### src/rtl/reg_file_arbiter_pkg.sv
// reg_file_arb_pkg: shared constants for the register-file arbiter.
//   - FSM state encoding (2-bit, legacy-compatible localparams)
//   - requester IDs (REQ_A / REQ_B)
//   - default read-valid watchdog limit
package reg_file_arb_pkg;

    localparam logic [1:0] ST_IDLE    = 2'd0;
    localparam logic [1:0] ST_ISSUE   = 2'd1;
    localparam logic [1:0] ST_WAIT_RD = 2'd2;
    localparam logic [1:0] ST_RESP    = 2'd3;

    localparam logic REQ_A = 1'b0;
    localparam logic REQ_B = 1'b1;

    localparam int DEF_TIMEOUT_CYCLES = 8;

endpackage

### src/rtl/reg_file_arbiter_if.sv
// reg_file_arbiter_if: bundles both requester ports and the register-file
// port of the arbiter.
//   slave  : arbiter side (takes requests, drives the register file)
//   master : environment side (requesters + register file)
//
// Handshake: a requester raises xREQ with xWR/xADDR/xWDATA stable and holds
// it until it sees the one-cycle xDONE pulse, then drops xREQ on that edge.
// xRDATA/xERR are meaningful only while xDONE=1. Towards the register file,
// RF_R_EN/RF_W_EN are single-cycle strobes; a read completes when the file
// raises RF_RD_VALID with RF_RDATA (there is no back-pressure on either side).
interface reg_file_arbiter_if #(
    parameter int DATA_WIDTH   = 8,
    parameter int ADDRESS_BITS = 4
);
    logic                    A_REQ;
    logic                    A_WR;
    logic [ADDRESS_BITS-1:0] A_ADDR;
    logic [DATA_WIDTH-1:0]   A_WDATA;
    logic [DATA_WIDTH-1:0]   A_RDATA;
    logic                    A_DONE;
    logic                    A_ERR;

    logic                    B_REQ;
    logic                    B_WR;
    logic [ADDRESS_BITS-1:0] B_ADDR;
    logic [DATA_WIDTH-1:0]   B_WDATA;
    logic [DATA_WIDTH-1:0]   B_RDATA;
    logic                    B_DONE;
    logic                    B_ERR;

    logic                    RF_R_EN;
    logic                    RF_W_EN;
    logic [ADDRESS_BITS-1:0] RF_ADDR;
    logic [DATA_WIDTH-1:0]   RF_WDATA;
    logic [DATA_WIDTH-1:0]   RF_RDATA;
    logic                    RF_RD_VALID;

    logic                    BUSY;

    modport slave (
        input  A_REQ, A_WR, A_ADDR, A_WDATA,
        output A_RDATA, A_DONE, A_ERR,
        input  B_REQ, B_WR, B_ADDR, B_WDATA,
        output B_RDATA, B_DONE, B_ERR,
        output RF_R_EN, RF_W_EN, RF_ADDR, RF_WDATA,
        input  RF_RDATA, RF_RD_VALID,
        output BUSY
    );

    modport master (
        output A_REQ, A_WR, A_ADDR, A_WDATA,
        input  A_RDATA, A_DONE, A_ERR,
        output B_REQ, B_WR, B_ADDR, B_WDATA,
        input  B_RDATA, B_DONE, B_ERR,
        input  RF_R_EN, RF_W_EN, RF_ADDR, RF_WDATA,
        output RF_RDATA, RF_RD_VALID,
        input  BUSY
    );

endinterface

### src/rtl/reg_file_arbiter_rr_arb2.sv
// rr_arb2: two-input round-robin grant with a last-served pointer.
//   clk, rst  : clock, asynchronous active-high reset (pointer -> REQ_B)
//   req_a/b   : request inputs
//   update    : load the pointer with the current grant
//   grant     : at least one request present
//   grant_id  : winning requester (REQ_A / REQ_B)
//   last_srv  : current pointer value
module rr_arb2
    import reg_file_arb_pkg::*;
(
    input  logic clk,
    input  logic rst,
    input  logic req_a,
    input  logic req_b,
    input  logic update,
    output logic grant,
    output logic grant_id,
    output logic last_srv
);

    logic last_q;
    logic last_d;

    always_comb begin
        grant = req_a | req_b;
        if (req_a && req_b) begin
            // Tie: whoever was not served last wins.
            grant_id = (last_q == REQ_B) ? REQ_A : REQ_B;
        end else if (req_a) begin
            grant_id = REQ_A;
        end else begin
            grant_id = REQ_B;
        end
        last_d = update ? grant_id : last_q;
    end

    always_ff @(posedge clk or posedge rst) begin
        if (rst) begin
            last_q <= REQ_B;
        end else begin
            last_q <= last_d;
        end
    end

    assign last_srv = last_q;

endmodule

### src/rtl/reg_file_arbiter.sv
// reg_file_arbiter: shares one register file between requesters A and B.
// One command at a time is latched in IDLE, issued for a single cycle in
// ISSUE, completed in WAIT_RD for reads, and acknowledged with a one-cycle
// xDONE in RESP. All outputs are registered.
//   CLK, RST  : clock, asynchronous active-high reset
//   bus       : requester A/B ports, register-file port and BUSY
//   dbg_state : current FSM state (ST_* encoding)
// Optional macro RD_TIMEOUT_EN: adds a read-valid watchdog of TIMEOUT_CYCLES
// cycles in WAIT_RD that completes the read with xRDATA=0 and xERR=1.
module reg_file_arbiter
    import reg_file_arb_pkg::*;
#(
    parameter int DATA_WIDTH     = 8,
    parameter int ADDRESS_BITS   = 4,
    parameter int TIMEOUT_CYCLES = DEF_TIMEOUT_CYCLES
) (
    input  logic               CLK,
    input  logic               RST,
    reg_file_arbiter_if.slave  bus,
    output logic [1:0]         dbg_state
);

    logic [1:0]              state_q, state_d;
    logic                    owner_q, owner_d;
    logic                    wr_q, wr_d;
    logic                    rf_r_en_q, rf_r_en_d;
    logic                    rf_w_en_q, rf_w_en_d;
    logic [ADDRESS_BITS-1:0] rf_addr_q, rf_addr_d;
    logic [DATA_WIDTH-1:0]   rf_wdata_q, rf_wdata_d;
    logic [DATA_WIDTH-1:0]   a_rdata_q, a_rdata_d;
    logic [DATA_WIDTH-1:0]   b_rdata_q, b_rdata_d;
    logic                    a_done_q, a_done_d;
    logic                    b_done_q, b_done_d;
    logic                    busy_q, busy_d;

    logic grant, grant_id, arb_update, last_srv;

`ifdef RD_TIMEOUT_EN
    localparam int TW = $clog2(TIMEOUT_CYCLES + 1);
    logic [TW-1:0] tmo_cnt_q, tmo_cnt_d;
    logic          a_err_q, a_err_d;
    logic          b_err_q, b_err_d;
`endif

    rr_arb2 u_arb (
        .clk      (CLK),
        .rst      (RST),
        .req_a    (bus.A_REQ),
        .req_b    (bus.B_REQ),
        .update   (arb_update),
        .grant    (grant),
        .grant_id (grant_id),
        .last_srv (last_srv)
    );

    always_comb begin
        state_d    = state_q;
        owner_d    = owner_q;
        wr_d       = wr_q;
        rf_r_en_d  = 1'b0;
        rf_w_en_d  = 1'b0;
        rf_addr_d  = '0;
        rf_wdata_d = '0;
        a_rdata_d  = a_rdata_q;
        b_rdata_d  = b_rdata_q;
        a_done_d   = 1'b0;
        b_done_d   = 1'b0;
        arb_update = 1'b0;
`ifdef RD_TIMEOUT_EN
        tmo_cnt_d  = '0;
        a_err_d    = 1'b0;
        b_err_d    = 1'b0;
`endif
        case (state_q)
            ST_IDLE: begin
                if (grant) begin
                    // Enables and address are registered here so they are on
                    // the register-file port for exactly the ISSUE cycle.
                    owner_d    = grant_id;
                    wr_d       = (grant_id == REQ_B) ? bus.B_WR    : bus.A_WR;
                    rf_addr_d  = (grant_id == REQ_B) ? bus.B_ADDR  : bus.A_ADDR;
                    rf_wdata_d = (grant_id == REQ_B) ? bus.B_WDATA : bus.A_WDATA;
                    rf_w_en_d  = wr_d;
                    rf_r_en_d  = !wr_d;
                    arb_update = bus.A_REQ && bus.B_REQ;
                    state_d    = ST_ISSUE;
                end
            end
            ST_ISSUE: begin
                if (wr_q) begin
                    state_d  = ST_RESP;
                    a_done_d = (owner_q == REQ_A);
                    b_done_d = (owner_q == REQ_B);
                end else begin
                    state_d = ST_WAIT_RD;
                end
            end
            ST_WAIT_RD: begin
                if (bus.RF_RD_VALID) begin
                    state_d  = ST_RESP;
                    a_done_d = (owner_q == REQ_A);
                    b_done_d = (owner_q == REQ_B);
                    if (owner_q == REQ_A) a_rdata_d = bus.RF_RDATA;
                    else                  b_rdata_d = bus.RF_RDATA;
                end
`ifdef RD_TIMEOUT_EN
                else if (tmo_cnt_q == TW'(TIMEOUT_CYCLES - 1)) begin
                    // Last allowed WAIT_RD cycle without valid: give up.
                    state_d  = ST_RESP;
                    a_done_d = (owner_q == REQ_A);
                    b_done_d = (owner_q == REQ_B);
                    a_err_d  = (owner_q == REQ_A);
                    b_err_d  = (owner_q == REQ_B);
                    if (owner_q == REQ_A) a_rdata_d = '0;
                    else                  b_rdata_d = '0;
                end else begin
                    tmo_cnt_d = tmo_cnt_q + 1'b1;
                end
`endif
            end
            default: begin
                state_d = ST_IDLE;
            end
        endcase
        busy_d = (state_d != ST_IDLE);
    end

    always_ff @(posedge CLK or posedge RST) begin
        if (RST) begin
            state_q    <= ST_IDLE;
            owner_q    <= REQ_A;
            wr_q       <= 1'b0;
            rf_r_en_q  <= 1'b0;
            rf_w_en_q  <= 1'b0;
            rf_addr_q  <= '0;
            rf_wdata_q <= '0;
            a_rdata_q  <= '0;
            b_rdata_q  <= '0;
            a_done_q   <= 1'b0;
            b_done_q   <= 1'b0;
            busy_q     <= 1'b0;
`ifdef RD_TIMEOUT_EN
            tmo_cnt_q  <= '0;
            a_err_q    <= 1'b0;
            b_err_q    <= 1'b0;
`endif
        end else begin
            state_q    <= state_d;
            owner_q    <= owner_d;
            wr_q       <= wr_d;
            rf_r_en_q  <= rf_r_en_d;
            rf_w_en_q  <= rf_w_en_d;
            rf_addr_q  <= rf_addr_d;
            rf_wdata_q <= rf_wdata_d;
            a_rdata_q  <= a_rdata_d;
            b_rdata_q  <= b_rdata_d;
            a_done_q   <= a_done_d;
            b_done_q   <= b_done_d;
            busy_q     <= busy_d;
`ifdef RD_TIMEOUT_EN
            tmo_cnt_q  <= tmo_cnt_d;
            a_err_q    <= a_err_d;
            b_err_q    <= b_err_d;
`endif
        end
    end

    assign bus.RF_R_EN  = rf_r_en_q;
    assign bus.RF_W_EN  = rf_w_en_q;
    assign bus.RF_ADDR  = rf_addr_q;
    assign bus.RF_WDATA = rf_wdata_q;
    assign bus.A_RDATA  = a_rdata_q;
    assign bus.B_RDATA  = b_rdata_q;
    assign bus.A_DONE   = a_done_q;
    assign bus.B_DONE   = b_done_q;
    assign bus.BUSY     = busy_q;
    assign dbg_state    = state_q;
`ifdef RD_TIMEOUT_EN
    assign bus.A_ERR    = a_err_q;
    assign bus.B_ERR    = b_err_q;
`else
    assign bus.A_ERR    = 1'b0;
    assign bus.B_ERR    = 1'b0;
`endif

endmodule
### src/flat_wrapper.sv
// flat-port wrapper written by rule: the top's interface ports become plain ports
module reg_file_arbiter_flat import reg_file_arb_pkg::*;
#(
    parameter int DATA_WIDTH     = 8,
    parameter int ADDRESS_BITS   = 4,
    parameter int TIMEOUT_CYCLES = DEF_TIMEOUT_CYCLES
)
  (CLK, RST, dbg_state, bus_A_REQ, bus_A_WR, bus_A_ADDR, bus_A_WDATA, bus_A_RDATA, bus_A_DONE, bus_A_ERR, bus_B_REQ, bus_B_WR, bus_B_ADDR, bus_B_WDATA, bus_B_RDATA, bus_B_DONE, bus_B_ERR, bus_RF_R_EN, bus_RF_W_EN, bus_RF_ADDR, bus_RF_WDATA, bus_RF_RDATA, bus_RF_RD_VALID, bus_BUSY);
  reg_file_arbiter_if #(.DATA_WIDTH(DATA_WIDTH), .ADDRESS_BITS(ADDRESS_BITS)) bus_i ();
  input  logic CLK;
  input  logic RST;
  output logic [1:0] dbg_state;
  input wire logic [$bits(bus_i.A_REQ)-1:0] bus_A_REQ;
  input wire logic [$bits(bus_i.A_WR)-1:0] bus_A_WR;
  input wire logic [$bits(bus_i.A_ADDR)-1:0] bus_A_ADDR;
  input wire logic [$bits(bus_i.A_WDATA)-1:0] bus_A_WDATA;
  output wire logic [$bits(bus_i.A_RDATA)-1:0] bus_A_RDATA;
  output wire logic [$bits(bus_i.A_DONE)-1:0] bus_A_DONE;
  output wire logic [$bits(bus_i.A_ERR)-1:0] bus_A_ERR;
  input wire logic [$bits(bus_i.B_REQ)-1:0] bus_B_REQ;
  input wire logic [$bits(bus_i.B_WR)-1:0] bus_B_WR;
  input wire logic [$bits(bus_i.B_ADDR)-1:0] bus_B_ADDR;
  input wire logic [$bits(bus_i.B_WDATA)-1:0] bus_B_WDATA;
  output wire logic [$bits(bus_i.B_RDATA)-1:0] bus_B_RDATA;
  output wire logic [$bits(bus_i.B_DONE)-1:0] bus_B_DONE;
  output wire logic [$bits(bus_i.B_ERR)-1:0] bus_B_ERR;
  output wire logic [$bits(bus_i.RF_R_EN)-1:0] bus_RF_R_EN;
  output wire logic [$bits(bus_i.RF_W_EN)-1:0] bus_RF_W_EN;
  output wire logic [$bits(bus_i.RF_ADDR)-1:0] bus_RF_ADDR;
  output wire logic [$bits(bus_i.RF_WDATA)-1:0] bus_RF_WDATA;
  input wire logic [$bits(bus_i.RF_RDATA)-1:0] bus_RF_RDATA;
  input wire logic [$bits(bus_i.RF_RD_VALID)-1:0] bus_RF_RD_VALID;
  output wire logic [$bits(bus_i.BUSY)-1:0] bus_BUSY;
  assign bus_i.A_REQ = bus_A_REQ;
  assign bus_i.A_WR = bus_A_WR;
  assign bus_i.A_ADDR = bus_A_ADDR;
  assign bus_i.A_WDATA = bus_A_WDATA;
  assign bus_A_RDATA = bus_i.A_RDATA;
  assign bus_A_DONE = bus_i.A_DONE;
  assign bus_A_ERR = bus_i.A_ERR;
  assign bus_i.B_REQ = bus_B_REQ;
  assign bus_i.B_WR = bus_B_WR;
  assign bus_i.B_ADDR = bus_B_ADDR;
  assign bus_i.B_WDATA = bus_B_WDATA;
  assign bus_B_RDATA = bus_i.B_RDATA;
  assign bus_B_DONE = bus_i.B_DONE;
  assign bus_B_ERR = bus_i.B_ERR;
  assign bus_RF_R_EN = bus_i.RF_R_EN;
  assign bus_RF_W_EN = bus_i.RF_W_EN;
  assign bus_RF_ADDR = bus_i.RF_ADDR;
  assign bus_RF_WDATA = bus_i.RF_WDATA;
  assign bus_i.RF_RDATA = bus_RF_RDATA;
  assign bus_i.RF_RD_VALID = bus_RF_RD_VALID;
  assign bus_BUSY = bus_i.BUSY;
  reg_file_arbiter #(.DATA_WIDTH(DATA_WIDTH), .ADDRESS_BITS(ADDRESS_BITS), .TIMEOUT_CYCLES(TIMEOUT_CYCLES)) u_core (.CLK(CLK), .RST(RST), .bus(bus_i), .dbg_state(dbg_state));
endmodule
### config.mk
export PLATFORM = sky130hd
export DESIGN_NAME = reg_file_arbiter_flat
export DESIGN_NICKNAME = d
export VERILOG_FILES = /design/src/rtl/reg_file_arbiter_pkg.sv /design/src/rtl/reg_file_arbiter_if.sv /design/src/rtl/reg_file_arbiter_rr_arb2.sv /design/src/rtl/reg_file_arbiter.sv /design/src/flat_wrapper.sv
export SDC_FILE = /design/constraint.sdc
export NUM_CORES = 1
export LEC_CHECK = 0
export CAP_MARGIN = 20
export CORE_MARGIN = 1
export CORE_UTILIZATION = 36
export DETAILED_ROUTE_END_ITERATION = 10
export PLACE_DENSITY = 0.81
export SYNTH_ARGS = -nofsm -noshare
export SYNTH_HDL_FRONTEND = slang
export SYNTH_SLANG_ARGS = --single-unit
### constraint.sdc
create_clock -name CLK -period 1.3 [get_ports CLK]
set_input_delay 0.26 -clock CLK [delete_from_list [all_inputs] [get_ports CLK]]
set_output_delay 0.26 -clock CLK [all_outputs]
set_load 0.02 [all_outputs]
; ---- After elaboration in Yosys (flattened, before gate mapping)
; Cells that the tools add are included.
[classes]
n_eq_ne = 2
mux = 26
bitwise_logic = 2
reduce_logical = 7
[op_table]
columns = op, count
row1 = 2-to-1 mux 8 bit, 3
row2 = 2-to-1 mux 1 bit, 15
row3 = 2-to-1 mux 4 bit, 3
row4 = case mux 2 bit (3 select lines), 1
row5 = AND reduction 3 bit, 2
row6 = 2-to-1 mux 2 bit, 2
row7 = case mux 1 bit (2 select lines), 2
row8 = "== test 2 x 1 -> 1 bit, second input constant", 1
row9 = "== test 2 bit, second input constant", 1
row10 = logical NOT 2 bit, 1
row11 = AND reduction 2 bit, 1
row12 = nonzero test 2 bit, 1
row13 = logical AND 1 bit, 1
row14 = logical NOT 1 bit, 1
row15 = NOT 1 bit, 1
row16 = bitwise OR 1 bit, 1
[totals]
ff_bits = 38
inputBits = 39
output_inout_bits = 37
elab_cells = 50

; ---- Longest topological paths before layout
[logic_depth]
ltp_word = 6
mapped_depth = 5

; ---- Cells and area by module
; Synthesis repeated with hierarchy kept, for this count alone.
[unflattened]
cells_unflattened = 116
hier_area_um2 = 1556.5
[by_module_without_submodules]
columns = module, n_inst, cells_per_inst, area_each_um2
row1 = reg_file_arbiter, 1, 109, 1492.7
row2 = rr_arb2, 1, 7, 63.8

; ---- Worst setup path after synthesis
; No wires, ideal clock.
[synth_path]
path_type = register -> register
startpoint = reg u_core.state_q[0], in the netlist u_core.dbg_state[0]
endpoint = reg u_core.busy_q, in the netlist u_core.bus.BUSY
setup_ps = 124
t_arrival_ps = 1371
required_ps = 1176
path_slack_ps = -195
stages_incl_launch_ff = 6
n_path_buf = 0
path_cell_list = dfrtp_1 > inv_1 > ha_1 > o21ai_0 > a41oi_2 > or2_1
[synth_between]
elab_chain_len = 3
elab_cells_between_ends = 7
cone_classes = eq/ne: 2 / mux: 3 / reduce/logical: 2
[synth_lines]
columns = item, line
row1 = from (decl), reg_file_arbiter.sv:23  ; logic [1:0] state_q, state_d;
row2 = from (signal assigned), reg_file_arbiter.sv:148  ; state_q <= state_d;
row3 = == test 2 bit (tied with other cells), reg_file_arbiter.sv:74  ; case (state_q)
row4 = case mux 2 bit (3 select lines) (*), reg_file_arbiter.sv:74
row5 = via u_core.state_d[0], reg_file_arbiter.sv:23
row6 = nonzero test 2 bit (*), reg_file_arbiter.sv:125  ; busy_d = (state_d != ST_IDLE);
row7 = via u_core.busy_d, reg_file_arbiter.sv:34  ; logic busy_q, busy_d;
row8 = to (signal assigned), reg_file_arbiter.sv:159  ; busy_q <= busy_d;
row9 = to (decl), reg_file_arbiter.sv:34
; The timed path passes the listed nets; every way through them passes the cells marked *.
; A chain may end at the register's enable or synchronous reset.

; ---- Worst setup path in the final report
[layout_path]
startpoint = reg u_core.state_q[0], in the netlist u_core.dbg_state[0]
endpoint = reg u_core.a_rdata_q[5], in the netlist u_core.bus.A_RDATA[5]
[layout_between]
elab_chain_len = 2
[layout_lines]
columns = item, line
row1 = == test 2 bit, reg_file_arbiter.sv:74
row2 = AND reduction 3 bit (no source line), --
row3 = to (signal assigned), reg_file_arbiter.sv:155  ; a_rdata_q <= a_rdata_d;
row4 = to (decl), reg_file_arbiter.sv:30  ; logic [DATA_WIDTH-1:0] a_rdata_q, a_rdata_d;
; No other way between the ends.

==> results.yml <==
flow_run:
  max_cap_violations: 0
power:
  ir_drop_v: 0.00126
  powerDensity_nw_per_um2: 2130
  p_total_mw: 5.54
  p_leak_nw: 1.21
run_status:
  violations: "negative setup slack"
  status: "complete, but fails checks"
synthesis:
  synth_ff_type: "dfrtp_1"
  synth_top_area_share: 0.577
  synthCells: 132
  synth_top_cell_by_area: "dfrtp_1"
  synth_edf_count: 0
  ys_seq_area_frac: 0.594
  syn_avg_cell_area_um2: 12.2
  synth_seq_cells: 38
  synth_area_leaders: "dfrtp_1 (58%), mux2_2 (12%), a21oi_1 (4.4%)"
  syn_area_um2: 1600
  synth_warnings: 0
  synth_cell_types: 27
  async_flop_share: 1.00
critical_path:
  arrival_ns: 1.50
  worstPathRequired_ns: 1.48
  worstSetupPathType: "reg -> reg"
  startpoint_type: "flip-flop"
  cp-end-kind: "flip-flop"
  path_max_fanout: 8
clocking:
  cts_tree: "built"
  path_clk_slew_ns: 0.07
  cts_max_path_buffers: 2
  cts_sinks: 38
  cts_buffers: 5
  ctsRootBufferMaster: "clkbuf_8"
  ctsHtreeMaxLevel: 2
  clkLatencyLatePin_ns: 0.29
grt:
  grt_overflow: 0
  antenna_found_initial: 0
  grt_pass1_vias: 1208
  grt_pass1_wl_um: 6030
  grt.total_usage: 0.180
  grt_max_degree: 23
routing:
  drtIter0Drc: 96
  drt-total-wl_um: 3960
  vias: 1332
  vias_per_cell: 4.95
  wire_per_inst_um: 14.7
  drc: 0
  firstDrtPassIters: 4
  ant_nets: 0
min_path:
  min_path_type: "in -> reg"
finish:
  drive_above_1_share: 0.242
  layout_commonest_cell: "clkdlybuf4s50_1"
  fillers: 348
  antenna_cells: 0
  nNetsFinal: 261
  synthToLayoutAreaGrowth_pct: 62.2
  layout_common_cells: "clkdlybuf4s50_1 (37), dfrtp_1 (35), dlygate4sd2_1 (32)"
die:
  coreArea_um2: 4140
  die_h_um: 68.8
  die_x_um: 68.8
  core.rowCount: 23
  start_util: 0.387
  die_area_um2: 4730
  io_pins: 76
place:
  dp_hpwl_um: 2940
  gp_congestion: 0.739
  portBuffers: 73
sta:
  finClkSkew_ns: 0.00449
  hold_violations: 0
  finalCriticalPeriod_ns: 1.32
  min_period_over_period: 1.02
  fmax_mhz: 757
  worst_hold_slack_ns: 0.340
  rsz0062_at_grt: "true"
  finalMaxSlewViolations: 0
  setup_viol: 15
  fin_ws_ns: -0.0215
## layout make-up
type | count | area, um^2 | share of cell area
inverter | 5 | 21.3 | 0.00817
clock buffer | 7 | 86.3 | 0.0332
tap | 50 | 62.6 | 0.0240
multi-input combinational | 82 | 647 | 0.249
timing repair buffer | 86 | 801 | 0.308
sequential | 38 | 955 | 0.367
clock inverter | 1 | 30.0 | 0.0115
## registers in the layout, indices dropped and copies added, names as in the netlist
| register | count |
|---|---|
| u_core.wr_q | 1 |
| u_core.bus.RF_W_EN | 1 |
| u_core.bus.B_RDATA | 8 |
| u_core.bus.RF_WDATA | 8 |
| u_core.bus.BUSY | 1 |
| u_core.dbg_state | 2 |
| u_core.bus.A_RDATA | 8 |
| u_core.bus.A_DONE | 1 |
| u_core.u_arb.last_srv | 1 |
| u_core.bus.RF_ADDR | 4 |
| u_core.bus.RF_R_EN | 1 |
| u_core.owner_q | 1 |
| u_core.bus.B_DONE | 1 |
## final timing paths
kind,startpoint,end,slack (ns),depth (start not counted)
worst min register to register,u_core.u_arb.last_srv,u_core.u_arb.last_srv,0.50,1
max in group asynchronous,RST,u_core.u_arb.last_srv,0.69,3
worst max-delay path,u_core.dbg_state[0],u_core.bus.A_RDATA[5],-0.02,4
worst min-delay path,bus_B_REQ,u_core.u_arb.last_srv,0.34,3
worst max register to register,u_core.dbg_state[0],u_core.bus.A_RDATA[5],-0.02,4
min in group asynchronous,RST,u_core.bus.RF_ADDR[1],0.37,3
## where the power goes
| group | internal [mW] | leakage (nW) | total, mW | switching (mW) |
|---|---|---|---|---|
| sequential | 1.67 | 0.473 | 1.91 | 0.237 |
| combinational | 1.21 | 0.682 | 2.59 | 1.38 |
| clock | 0.626 | 0.0585 | 1.04 | 0.410 |
| total | 3.51 | 1.21 | 5.54 | 2.03 |
## stage by stage
stage / utilization / setup WS, ns / area (um^2) / setup TNS (ns) / std cells
6_report: 0.628 / -0.0215 / 2600 / -0.147 / 269
3_5_place_dp: 0.603 / -0.242 / 2500 / -7.48 / 260
4_1_cts: 0.623 / -0.0340 / 2580 / -0.301 / 269
3_3_place_gp: 0.603 / -0.199 / 2500 / -6.35 / 260
5_1_grt: 0.628 / -0.0704 / 2600 / -1.01 / 269
2_1_floorplan: - / 0.000516 / 1650 / 0 / 133
## metal layers
| metal | wire length, um | GRT usage | part of all wire |
|---|---|---|---|
| met2 | 2030 | 0.303 | 0.51 |
| met4 | 46 | 0.0536 | 0.012 |
| met1 | 1600 | 0.222 | 0.40 |
| met3 | 281 | 0.0543 | 0.071 |
| met5 | 0 | 0 | 0 |
## kinds of logic after synthesis
family,after synthesis,share of synthesized area
flip-flops,38,0.594
AO/OA/AOI/OAI,32,0.117
AND/OR/NAND/NOR,26,0.0882
multiplexers,17,0.119
buffers and inverters,13,0.0429
adder cells (fa/ha/maj),4,0.0312
other,1,0.00234
XOR/XNOR,1,0.00546
## repair_timing
item | in CTS | in global routing
setup buffers | 1 | 0
endpoints found under the hold margin | 0 | 0
endpoints found under the setup margin | 56 | 32
hold buffers | 0 | 0
gates resized for setup | 39 | 18
## synthesized netlist by cell type, drive strengths merged (2+ instances only)
cell type	number
ha	4
buf	6
nand2	3
dfrtp	37
nor2	2
o21ai	15
nand3	16
a21oi	14
inv	5
clkbuf	2
mux2	17
## worst max-delay path: stages, from the launching register on
cell and delay (ns):
dfrtp_2 0.45, inv_4 0.09, ha_4 0.19, nand3_4 0.16, mux2_2 0.32
Power figures use the tool's default switching activity.
